`src/rtl/rv_ctrl_pkg.sv`:
```
// rv_ctrl_pkg: opcodes, control-word field positions and encodings for the decode stage
package rv_ctrl_pkg;
    localparam int CTRL_W = 18;
    localparam logic [6:0] OP_R      = 7'b0110011;
    localparam logic [6:0] OP_IMM    = 7'b0010011;
    localparam logic [6:0] OP_LOAD   = 7'b0000011;
    localparam logic [6:0] OP_STORE  = 7'b0100011;
    localparam logic [6:0] OP_BRANCH = 7'b1100011;
    localparam logic [6:0] OP_JAL    = 7'b1101111;
    localparam logic [6:0] OP_JALR   = 7'b1100111;
    localparam logic [6:0] OP_LUI    = 7'b0110111;
    localparam logic [6:0] OP_AUIPC  = 7'b0010111;
    localparam logic [6:0] OP_MISC   = 7'b0001111;
    localparam logic [6:0] OP_SYSTEM = 7'b1110011;
    localparam int B_REG_WRITE = 0;
    localparam int B_MEM_TO_REG = 1;
    localparam int B_MEM_READ = 2;
    localparam int B_MEM_WRITE = 3;
    localparam int B_BRANCH = 4;
    localparam int B_JUMP = 5;
    localparam int B_ALU_SRC = 6;
    localparam int ALU_LSB = 7;
    localparam int IMM_LSB = 11;
    localparam int PCS_LSB = 14;
    localparam int B_ASEL_PC = 16;
    localparam logic [3:0] ALU_ADD = 4'b0000;
    localparam logic [3:0] ALU_SUB = 4'b0001;
    localparam logic [3:0] ALU_LUI = 4'b1010;
    localparam logic [2:0] IMM_I = 3'd0;
    localparam logic [2:0] IMM_S = 3'd1;
    localparam logic [2:0] IMM_B = 3'd2;
    localparam logic [2:0] IMM_U = 3'd3;
    localparam logic [2:0] IMM_J = 3'd4;
    localparam logic [1:0] PCS_JAL = 2'b10;
    localparam logic [1:0] PCS_JALR = 2'b11;
endpackage

```
`src/rtl/rv_decode_comb.sv`:
```
// rv_decode_comb: combinational RV32 decode into control word, illegal flag and source-use flags
//   instr_i    instruction word
//   ctrl_o     control word (zero when illegal)
//   illegal_o  unknown opcode, bad funct7 or register index out of range
//   use_rs1_o / use_rs2_o  instruction reads rs1 / rs2
module rv_decode_comb
    import rv_ctrl_pkg::*;
#(
    parameter int NUM_REGS = 16
) (
    input  logic [31:0]       instr_i,
    output logic [CTRL_W-1:0] ctrl_o,
    output logic              illegal_o,
    output logic              use_rs1_o,
    output logic              use_rs2_o
);
    localparam logic [5:0] NR = 6'(NUM_REGS);
    logic [6:0] op;
    logic [6:0] f7;
    logic [2:0] f3;
    logic [CTRL_W-1:0] c;
    logic bad, use_rd, u1, u2, oob;
    assign op = instr_i[6:0];
    assign f3 = instr_i[14:12];
    assign f7 = instr_i[31:25];
    always_comb begin
        c = '0;
        bad = 1'b0;
        use_rd = 1'b0;
        u1 = 1'b0;
        u2 = 1'b0;
        case (op)
            OP_R: begin
                c[B_REG_WRITE] = 1'b1;
                c[ALU_LSB +: 4] = {f7[5], f3};
                bad = (f7 != 7'h00) && (f7 != 7'h20);
                {use_rd, u1, u2} = 3'b111;
            end
            OP_IMM: begin
                c[B_REG_WRITE] = 1'b1;
                c[B_ALU_SRC] = 1'b1;
                c[ALU_LSB +: 4] = {f7[5] & (f3 == 3'b101), f3};
                // only shift-immediates carry funct7; other OP-IMM use those bits as immediate
                bad = (f3 == 3'b001 || f3 == 3'b101) && (f7 != 7'h00) && (f7 != 7'h20);
                {use_rd, u1} = 2'b11;
            end
            OP_LOAD: begin
                c[B_REG_WRITE] = 1'b1;
                c[B_MEM_TO_REG] = 1'b1;
                c[B_MEM_READ] = 1'b1;
                c[B_ALU_SRC] = 1'b1;
                c[ALU_LSB +: 4] = ALU_ADD;
                c[IMM_LSB +: 3] = IMM_I;
                {use_rd, u1} = 2'b11;
            end
            OP_STORE: begin
                c[B_MEM_WRITE] = 1'b1;
                c[B_ALU_SRC] = 1'b1;
                c[ALU_LSB +: 4] = ALU_ADD;
                c[IMM_LSB +: 3] = IMM_S;
                {u1, u2} = 2'b11;
            end
            OP_BRANCH: begin
                c[B_BRANCH] = 1'b1;
                c[ALU_LSB +: 4] = ALU_SUB;
                c[IMM_LSB +: 3] = IMM_B;
                {u1, u2} = 2'b11;
            end
            OP_JAL: begin
                c[B_JUMP] = 1'b1;
                c[B_REG_WRITE] = 1'b1;
                c[IMM_LSB +: 3] = IMM_J;
                c[PCS_LSB +: 2] = PCS_JAL;
                use_rd = 1'b1;
            end
            OP_JALR: begin
                c[B_JUMP] = 1'b1;
                c[B_REG_WRITE] = 1'b1;
                c[B_ALU_SRC] = 1'b1;
                c[IMM_LSB +: 3] = IMM_I;
                c[PCS_LSB +: 2] = PCS_JALR;
                {use_rd, u1} = 2'b11;
            end
            OP_LUI: begin
                c[B_REG_WRITE] = 1'b1;
                c[B_ALU_SRC] = 1'b1;
                c[ALU_LSB +: 4] = ALU_LUI;
                c[IMM_LSB +: 3] = IMM_U;
                use_rd = 1'b1;
            end
            OP_AUIPC: begin
                c[B_REG_WRITE] = 1'b1;
                c[B_ALU_SRC] = 1'b1;
                c[B_ASEL_PC] = 1'b1;
                c[ALU_LSB +: 4] = ALU_ADD;
                c[IMM_LSB +: 3] = IMM_U;
                use_rd = 1'b1;
            end
            OP_MISC, OP_SYSTEM: c = '0;
            default: bad = 1'b1;
        endcase
    end
    assign oob = (use_rd && {1'b0, instr_i[11:7]} >= NR) ||
                 (u1 && {1'b0, instr_i[19:15]} >= NR) ||
                 (u2 && {1'b0, instr_i[24:20]} >= NR);
    assign illegal_o = bad | oob;
    assign ctrl_o = illegal_o ? '0 : c;
    assign use_rs1_o = u1;
    assign use_rs2_o = u2;
endmodule

```
`src/rtl/decode_ctrl_stage.sv`:
```
// decode_ctrl_stage: registered decode stage with valid/ready handshake, flush and load-use interlock
//   in_valid/in_ready/in_instr/in_pc   fetch side
//   flush                              drop held entry and current input
//   out_valid/out_ready/out_*          execute side, one-entry pipeline register
//   hazard_cnt                         saturating count of load-use bubbles
module decode_ctrl_stage
    import rv_ctrl_pkg::*;
#(
    parameter int NUM_REGS = 16,
    parameter int ENABLE_HAZARD = 1,
    parameter int CNT_W = 16
) (
    input  logic              clk,
    input  logic              rst,
    input  logic              in_valid,
    output logic              in_ready,
    input  logic [31:0]       in_instr,
    input  logic [31:0]       in_pc,
    input  logic              flush,
    output logic              out_valid,
    input  logic              out_ready,
    output logic [CTRL_W-1:0] out_ctrl,
    output logic [4:0]        out_rd,
    output logic [4:0]        out_rs1,
    output logic [4:0]        out_rs2,
    output logic [31:0]       out_pc,
    output logic              out_illegal,
    output logic [CNT_W-1:0]  hazard_cnt
);
    logic [CTRL_W-1:0] dec_ctrl;
    logic dec_ill, use_rs1, use_rs2, hazard, accept, valid_d, valid_q;
    logic [CTRL_W-1:0] ctrl_q;
    logic [4:0] rd_q, rs1_q, rs2_q;
    logic [31:0] pc_q;
    logic ill_q;
    logic [CNT_W-1:0] cnt_d, cnt_q;
    rv_decode_comb #(.NUM_REGS(NUM_REGS)) u_dec (
        .instr_i   (in_instr),
        .ctrl_o    (dec_ctrl),
        .illegal_o (dec_ill),
        .use_rs1_o (use_rs1),
        .use_rs2_o (use_rs2)
    );
    assign hazard = (ENABLE_HAZARD != 0) && in_valid && valid_q && ctrl_q[B_MEM_READ] && rd_q != 5'd0 &&
                    ((use_rs1 && in_instr[19:15] == rd_q) || (use_rs2 && in_instr[24:20] == rd_q));
    assign in_ready = !flush && !hazard && (!valid_q || out_ready);
    assign accept = in_valid && in_ready;
    assign valid_d = !flush && (accept || (valid_q && !out_ready));
    // a bubble is only inserted when the load actually drains; flush suppresses it
    assign cnt_d = (hazard && out_ready && !flush && !(&cnt_q)) ? cnt_q + 1'b1 : cnt_q;
    always_ff @(posedge clk or posedge rst) begin
        if (rst) begin
            valid_q <= 1'b0;
            ctrl_q <= '0;
            rd_q <= '0;
            rs1_q <= '0;
            rs2_q <= '0;
            pc_q <= '0;
            ill_q <= 1'b0;
            cnt_q <= '0;
        end else begin
            valid_q <= valid_d;
            cnt_q <= cnt_d;
            if (accept) begin
                ctrl_q <= dec_ctrl;
                rd_q <= in_instr[11:7];
                rs1_q <= in_instr[19:15];
                rs2_q <= in_instr[24:20];
                pc_q <= in_pc;
                ill_q <= dec_ill;
            end
        end
    end
    assign out_valid = valid_q;
    assign out_ctrl = ctrl_q;
    assign out_rd = rd_q;
    assign out_rs1 = rs1_q;
    assign out_rs2 = rs2_q;
    assign out_pc = pc_q;
    assign out_illegal = ill_q;
    assign hazard_cnt = cnt_q;
endmodule

```
`config.mk`:
```
export PLATFORM = sky130hd
export DESIGN_NAME = decode_ctrl_stage
export DESIGN_NICKNAME = d
export VERILOG_FILES = /design/src/rtl/rv_ctrl_pkg.sv /design/src/rtl/rv_decode_comb.sv /design/src/rtl/decode_ctrl_stage.sv
export SDC_FILE = /design/constraint.sdc
export NUM_CORES = 1
export LEC_CHECK = 0
export CORE_UTILIZATION = 44
export CTS_BUF_LIST = sky130_fd_sc_hd__clkbuf_4
export DETAILED_ROUTE_END_ITERATION = 6
export HOLD_SLACK_MARGIN = 0.06
export PLACE_DENSITY = 0.87
export SYNTH_ARGS = -nofsm -noshare
export SYNTH_HDL_FRONTEND = slang
export SYNTH_SLANG_ARGS = --single-unit
```
`constraint.sdc`:
```
create_clock -name clk -period 3.1 [get_ports clk]
set_input_delay 0.62 -clock clk [delete_from_list [all_inputs] [get_ports clk]]
set_output_delay 0.62 -clock clk [all_outputs]
set_load 0.02 [all_outputs]
```
Yosys cells after proc, flatten, opt, wreduce, memory -nomap -nowiden
Cells that the tools add are included.

word-level totals
  output and inout bits = 84
  logic and storage cells = 85
  bits in registers = 83
  input bits = 69

operators by class
  order comparisons = 3
  equality and inequality tests = 16
  bitwise logic cells = 2
  reductions and logical operators = 41
  add/sub/neg operators = 1
  mux-type cells = 14

operator list
  operator                                                                 number
  7-bit == test, second input constant                                     4
  7-bit by 6-bit == test with 1-bit output, second input constant          3
  1-bit logical AND                                                        20
  17-bit two-way mux                                                       1
  16-bit by 1-bit adder with 16-bit output, second input constant          1
  4-bit case mux with 4 select lines                                       1
  16-bit AND reduction                                                     1
  5-bit >= comparator, second input constant                               3
  7-bit by 5-bit == test with 1-bit output, second input constant          2
  3-bit case mux with 4 select lines                                       1
  6-bit OR reduction                                                       2
  5-bit == test                                                            2
  9-bit OR reduction                                                       1
  1-bit two-way mux                                                        8
  7-bit by 2-bit == test with 1-bit output, second input constant          1
  7-bit by 4-bit == test with 1-bit output, second input constant          1
  7-bit by 6-bit inequality test with 1-bit output, second input constant  1
  7-bit nonzero test                                                       1
  7-bit OR reduction                                                       1
  1-bit logical OR                                                         6
  1-bit zero test                                                          5
  5-bit nonzero test                                                       1
  2-bit case mux with 2 select lines                                       1
  2-bit OR reduction                                                       2
  other kinds (7)                                                          7

Depth between registers and ports, before layout
Gate-level depths: netlist of the first run.

  depth in word-level cells = 12
  gate-level depth with buffers = 9

By module
From an unflattened synthesis of the first run, not the netlist that was laid out.

second synthesis, totals
  cells, all modules = 326
  area total of the unflattened synthesis = 4176.5 µm²

by module, submodules not included
  module             cells each  area an instance (µm²)  seq. area each (µm²)  instances
  decode_ctrl_stage  248         3668.5                  2077.0                1
  rv_decode_comb     78          508.0                   0.0                   1

Worst setup path after synthesis of the first run
OpenSTA, ideal clock, no wires.

  kind = input port to output port
  start point = input port in_instr[6]
  end point = output port in_ready
  path slack = 0.665 ns
  required time = 2.480 ns
  path buffers = 2
  stages = 6
  data arrival time = 1.815 ns
  path through = clkbuf_1 -> a211oi_1 -> nand3_1 -> a21oi_1 -> clkbuf_1 -> nor2b_1

on the way
  longest elaborated chain between the ends = 9

RTL lines
  what                                                                       line                     text
  from (decl)                                                                decode_ctrl_stage.sv:17  input logic [31:0] in_instr,
  7-bit by 6-bit == test with 1-bit output (tied with other cells)           rv_decode_comb.sv:32     case (op)
  6-bit OR reduction (no line) / 3-bit OR reduction (equally long branches)  n/a
  1-bit two-way mux                                                          rv_decode_comb.sv:32
  1-bit logical AND                                                          decode_ctrl_stage.sv:45  ((use_rs1 && in_instr[19:15] == rd_q) || (use_rs2 && in_instr[24:20] == rd_q));
  1-bit logical OR *                                                         decode_ctrl_stage.sv:45
  1-bit logical AND *                                                        decode_ctrl_stage.sv:44  assign hazard = (ENABLE_HAZARD != 0) && in_valid && valid_q && ctrl_q[B_MEM_READ] && rd_q != 5'd0 &&
  1-bit zero test *                                                          decode_ctrl_stage.sv:46  assign in_ready = !flush && !hazard && (!valid_q || out_ready);
  1-bit logical AND * (2 in series)                                          decode_ctrl_stage.sv:46
  to (decl)                                                                  decode_ctrl_stage.sv:16  output logic in_ready,

Every way passes the cells marked *; elsewhere a longest branch is shown, timed or not.

Worst setup path in the final report of the first run
  start point = input port in_instr[22]
  end point = output port in_ready

on the way
  longest elaborated chain between the ends = 7

RTL lines
  what                             line
  5-bit == test                    decode_ctrl_stage.sv:45
  1-bit logical AND                decode_ctrl_stage.sv:45
  1-bit logical OR                 decode_ctrl_stage.sv:45
  1-bit logical AND                decode_ctrl_stage.sv:44
  1-bit zero test                  decode_ctrl_stage.sv:46
  1-bit logical AND (2 in series)  decode_ctrl_stage.sv:46

No other way between the ends.

==> results of run 1 <==
## sequential cells by signal, indices dropped and copies added, names as in the netlist
name and count:
out_rs1 5, out_ctrl 15, out_pc 32, out_rd 5, out_rs2 5, out_illegal 1, out_valid 1, hazard_cnt 16
## cell usage in the layout, fill, tap and decap left out, types with 4 or more instances in the layout
cell type / n
nor2_1: 6
nand3_1: 12
inv_1: 6
nand2_1: 14
o21ai_0: 16
o31ai_1: 6
dfrtp_1: 80
clkdlybuf4s50_1: 150
xnor2_1: 15
xor2_1: 7
clkbuf_4: 9
nor3_1: 4
buf_4: 16
and3_1: 9
o31ai_2: 4
a21oi_1: 7
and2_1: 5
mux2_2: 53
nand4_1: 11
## report_power, final
group | internal [uW] | switching (uW) | total (uW)
registers | 1150 | 63.1 | 1210
logic | 374 | 308 | 681
clock network | 231 | 333 | 564
total | 1750 | 704 | 2450
## cell type report
class                   instances  area, um2  area share (%)
clock inverters                 5       50.0           0.904
inverters                       7       27.5           0.497
clock buffers                   9       67.6            1.22
multi-input cells             202       1590            28.6
diodes                          1       2.50          0.0452
well taps                     105        131            2.37
repair buffers                169       1670            30.2
flip-flops and latches         80       2000            36.2
## through the flow
stage               hold WS [ns]  power [uW]  instance area [um2]
floorplan                  0.593        1540                 3710
global placement           0.483        1900                 5410
detailed placement         0.477        1910                 5410
CTS                        0.506        2490                 5530
global route               0.522        2580                 5540
finish                     0.503        2450                 5540
## per-layer routing
metal	vias up	track usage, %	wire length (um)
met5	-	0	0
met4	0	10.6	191
met3	13	6.15	762
met2	111	34.9	4580
met1	1483	27.7	3730
li1	1430	-	-
## logic make-up after synthesis
group	share of synthesized area (%)
AOI/OAI and AO/OA	9.33
xor gates and xnor gates	5.19
adders and majority gates	0.337
buffers and inverters	3.81
DFF	53.9
muxes	16.1
other	0.101
and+or+nand+nor	11.3
## path summary, 6_finish.rpt
check,start,to,slack (ns),depth (start not counted)
setup / recovery,in_instr[22],in_ready,0.19,7
hold / removal,hazard_cnt[9],hazard_cnt[9],0.50,1
setup reg to reg,out_rd[0],out_ctrl[14],0.53,8
hold reg to reg,hazard_cnt[9],hazard_cnt[9],0.50,1
max in group asynchronous,rst,out_pc[12],1.79,3
min in group asynchronous,rst,hazard_cnt[13],0.57,2
==> impl_metrics.json, run 1 <==
{
  "ant_nets": 0,
  "drive_gt1_share_pct": 19.9,
  "synth_top_area_share_pct": 53.9,
  "rsz0062_at_grt": "false",
  "place_congestion": 0.871,
  "grtUsageTotal_pct": 22.0,
  "start_util_pct": 45.4,
  "layout.nets": 539,
  "finalCritPeriodShare_pct": 93.8,
  "min_period_ns": 2.91,
  "fillCellCount": 639,
  "die_w_um": 93.9,
  "wirelength_um": 9260,
  "wl_per_cell_um": 16.0,
  "grt_pass1_vias": 3057,
  "grt_overflow": 0,
  "slowest_stage": "clkdlybuf4s50_1",
  "cts-buffers-inserted": 9,
  "clk_latency_ns": 0.41,
  "crit_path_end_kind": "output port",
  "hp-class": "reg -> reg",
  "status": "finished, final reports clean",
  "die_y_um": 93.9,
  "grt_pass1_wl_um": 14800,
  "finalMaxSlewViolations": 0,
  "cp_data_arrival_time_ns": 2.29,
  "die_area_um2": 8810,
  "cts_root_buffer": "clkbuf_4",
  "synth_ff_type": "dfrtp_1",
  "pin_count": 153,
  "cts_tree": "done",
  "synth_top_cell_by_area": "dfrtp_1",
  "critical_path_buf_inv_count": 2,
  "clk_pin_slew_worst_paths_ns": 0.13,
  "vdd.ir_drop.worst_uv": 269,
  "crit_required_ns": 2.48,
  "synth_seq_cells": 80,
  "post-route-drc-count": 0,
  "fin_tns_setup_ns": 0,
  "synth_nets": 380,
  "setup_viol": 0,
  "drv_cap": 0,
  "async_flop_share_pct": 100,
  "worstSetupStartpointType": "primary input",
  "synthesis.area_um2": 3710,
  "hpwl_um": 7090,
  "fmax_mhz": 344,
  "hold_buffers": 0,
  "fin_cells": 578,
  "slew_headroom_pct": 58.6,
  "worstPathCellList": "clkdlybuf4s50_1 -> xor2_1 -> nor4_2 -> nand3_1 -> a21oi_2 -> nor2b_1 -> dlygate4sd2_1",
  "fin_skew_ns": 0.0158,
  "ys_seq_area_share_pct": 53.9,
  "worst_pin_slew_ns": 0.620,
  "synth_most_common_cell": "dfrtp_1",
  "syn-mean-instance-area_um2": 12.0,
  "cp_max_fo": 2,
  "synth_edf_count": 0,
  "drt-initial-drc-count": 148,
  "num_rows": 33,
  "synth_common_cells": "80 x dfrtp_1, 53 x mux2_2, 16 x o21ai_0, 15 x xnor2_1, 14 x nand2_1",
  "area_growth_pct": 49.1,
  "dp_slack_ns": -0.127,
  "portBuffers": 151,
  "grt_antenna_before_repair": 1,
  "finalHoldViolCount": 0,
  "critPathKind": "in -> out",
  "dr.pass1.iters": 4,
  "yosys_warnings": 0,
  "core-area_um2": 8180,
  "post_cts_buffers": 0,
  "vias": 3037,
  "synth_cell_types": 45,
  "cpPeakStageDelay_ns": 0.43,
  "cts_htree_levels": 3,
  "via_per_inst": 5.25,
  "cts.sink_count": 80,
  "cts_resized": 3,
  "power.leakage_uw": 0.00229,
  "place_inst": 563,
  "syn_inst": 310,
  "timing.final.ws_setup_ns": 0.194,
  "crit_family": "buffers and inverters",
  "cts.path.max_buffers": 2,
  "synth_area_leaders": "dfrtp_1 54%, mux2_2 16%, xnor2_1 3.5%, o21ai_0 2.2%, nand4_1 1.9%",
  "fin_util_pct": 67.7,
  "power_density_nw_per_um2": 443,
  "grt_max_degree": 38
}
(Power assumes the default switching activity.)
==> run 2: changes to the inputs <==
CORE_ASPECT_RATIO = 1.2   (was default)
==> run 2 against run 1 <==
Against the previous run: count of clock-buffer cells in the layout increased by 1; clock skew increased by 0.0027 ns; clock power increased by 37%; setup slack got worse by 0.12 ns; sequential power about the same; flip-flop and latch count unchanged; die area about the same; final cell count increased by 2.4%; first-iteration DRC count decreased by 10%; power increased by 8.7%; global-route usage decreased by 0.37 points; via count increased by 2.3%; critical endpoint unchanged.
==> impl_metrics.json, run 2 (synthesized netlist as in run 1, its figures left out) <==
{
  "status": "finished, final reports clean",
  "cpPeakStageDelay_ns": 0.44,
  "worstPathCellList": "clkdlybuf4s50_1 -> xor2_1 -> nor4_2 -> buf_4 -> nand3_1 -> a21oi_2 -> nor2b_1 -> dlygate4sd2_1",
  "fin_hold_ws_ns": 0.507,
  "post_cts_buffers": 0,
  "power_uw": 2670,
  "finalCritPeriodShare_pct": 97.6,
  "crit_required_ns": 2.48,
  "clk_pin_slew_worst_paths_ns": 0.14,
  "cts_resized": 2,
  "cts-buffers-inserted": 9,
  "vdd.ir_drop.worst_uv": 414,
  "cts_tree": "done",
  "cts_htree_levels": 3,
  "dp_slack_ns": -0.235,
  "final_cell_mix": "150 x clkdlybuf4s50_1, 80 x dfrtp_1, 53 x mux2_2, 19 x buf_4, 16 x o21ai_0",
  "place_congestion": 0.842,
  "layout_commonest_cell": "clkdlybuf4s50_1",
  "cp_data_arrival_time_ns": 2.41,
  "cts.path.max_buffers": 2,
  "via_per_inst": 5.25,
  "grt_overflow": 0,
  "drive_gt1_share_pct": 21.0,
  "hpwl_um": 6960,
  "vias": 3106,
  "worstSetupStartpointType": "primary input",
  "pin_count": 153,
  "rr_worst_depth": 8,
  "grt_pass1_vias": 3113,
  "post-route-drc-count": 0,
  "hold-path-cell-count": 1,
  "crit_start": "in_instr[22]",
  "slowest_stage": "clkdlybuf4s50_1",
  "min_period_ns": 3.03,
  "die_y_um": 103,
  "drv_cap": 0,
  "num_rows": 36,
  "worst_pin_slew_ns": 0.659,
  "fin_tns_setup_ns": 0,
  "worstReg2RegStart": "out_rd[0]",
  "area_growth_pct": 52.1,
  "die_w_um": 85.9,
  "grt_antenna_before_repair": 1,
  "cp_max_fo": 2,
  "start_util_pct": 45.5,
  "clk_latency_ns": 0.42,
  "critPathKind": "in -> out",
  "wirelength_um": 9370,
  "layout.nets": 543,
  "setup_viol": 0,
  "crit_path_end_kind": "output port",
  "portBuffers": 151,
  "rsz0062_at_grt": "false",
  "finalMaxSlewViolations": 0,
  "ant_nets": 0,
  "die_area_um2": 8810,
  "min_from": "hazard_cnt[13]",
  "fmax_mhz": 331,
  "finalHoldViolCount": 0,
  "wl_per_cell_um": 15.8,
  "grt_max_degree": 81,
  "dr.pass1.iters": 4,
  "slew_headroom_pct": 55.7,
  "largest_reg_flops": 32,
  "drt-initial-drc-count": 133,
  "fin_skew_ns": 0.0185,
  "grt_pass1_wl_um": 14700,
  "core-area_um2": 8150,
  "hold_buffers": 0,
  "grtUsageTotal_pct": 21.6,
  "timing.final.ws_setup_ns": 0.0744,
  "power.leakage_uw": 0.00234,
  "cts_root_buffer": "clkbuf_4",
  "hp-class": "reg -> reg",
  "power_density_nw_per_um2": 472,
  "cts.sink_count": 80
}
## run 2: cell count changes in the layout (fill, tap and decap cells not counted)
cell       before  now
bufinv_16       1    3
clkinv_4        0    1
a211oi_1        0    1
clkinv_2        2    1
a211oi_2        1    0
buf_4          16   19
clkinv_1        2    0
clkbuf_4        9   10
buf_12          2    3
## run 2: final timing paths
kind | to | slack [ns]
max reg2reg | out_ctrl[2] | 0.53
min | hazard_cnt[13] | 0.51
min reg2reg | hazard_cnt[13] | 0.51
max | in_ready | 0.07
max in group asynchronous | out_pc[19] | 2.15
min in group asynchronous | out_pc[9] | 0.60
## run 2: cell type report
class | instances | area, um2
well taps | 114 | 143
clock buffers | 10 | 75.1
inverters | 7 | 27.5
clock inverters | 5 | 106
multi-input cells | 202 | 1580
diodes | 1 | 2.50
flip-flops and latches | 80 | 2000
fillers | 606 | 2500
repair buffers | 173 | 1710
## run 2: stage by stage
stage / util [%] / area [um2] / cells
final: 69.3 / 5650 / 592
after global routing: 69.3 / 5650 / 592
after CTS: 69.3 / 5650 / 591
after detailed placement: 67.0 / 5460 / 576
after global placement: 67.0 / 5460 / 576
after floorplan: - / 3710 / 310
## run 2: layer usage
| layer | vias up | wire, um | track usage [%] |
|---|---|---|---|
| li1 | 1443 | - | - |
| met1 | 1526 | 3760 | 26.0 |
| met2 | 117 | 4720 | 36.1 |
| met3 | 20 | 618 | 5.60 |
| met4 | 0 | 261 | 11.2 |
| met5 | - | 0 | 0 |
## run 2: power breakdown
part	total (uW)	switching [uW]	internal, uW
combinational	687	309	378
sequential	1210	65.0	1150
clock	772	357	415
total	2670	731	1940
## run 2: critical path, delay by kind of cell
family | cells | cell delay [ns]
xor+xnor | 1 | 0.19
buf+inv | 3 | 0.92
compound gates | 1 | 0.20
simple gates | 3 | 0.49
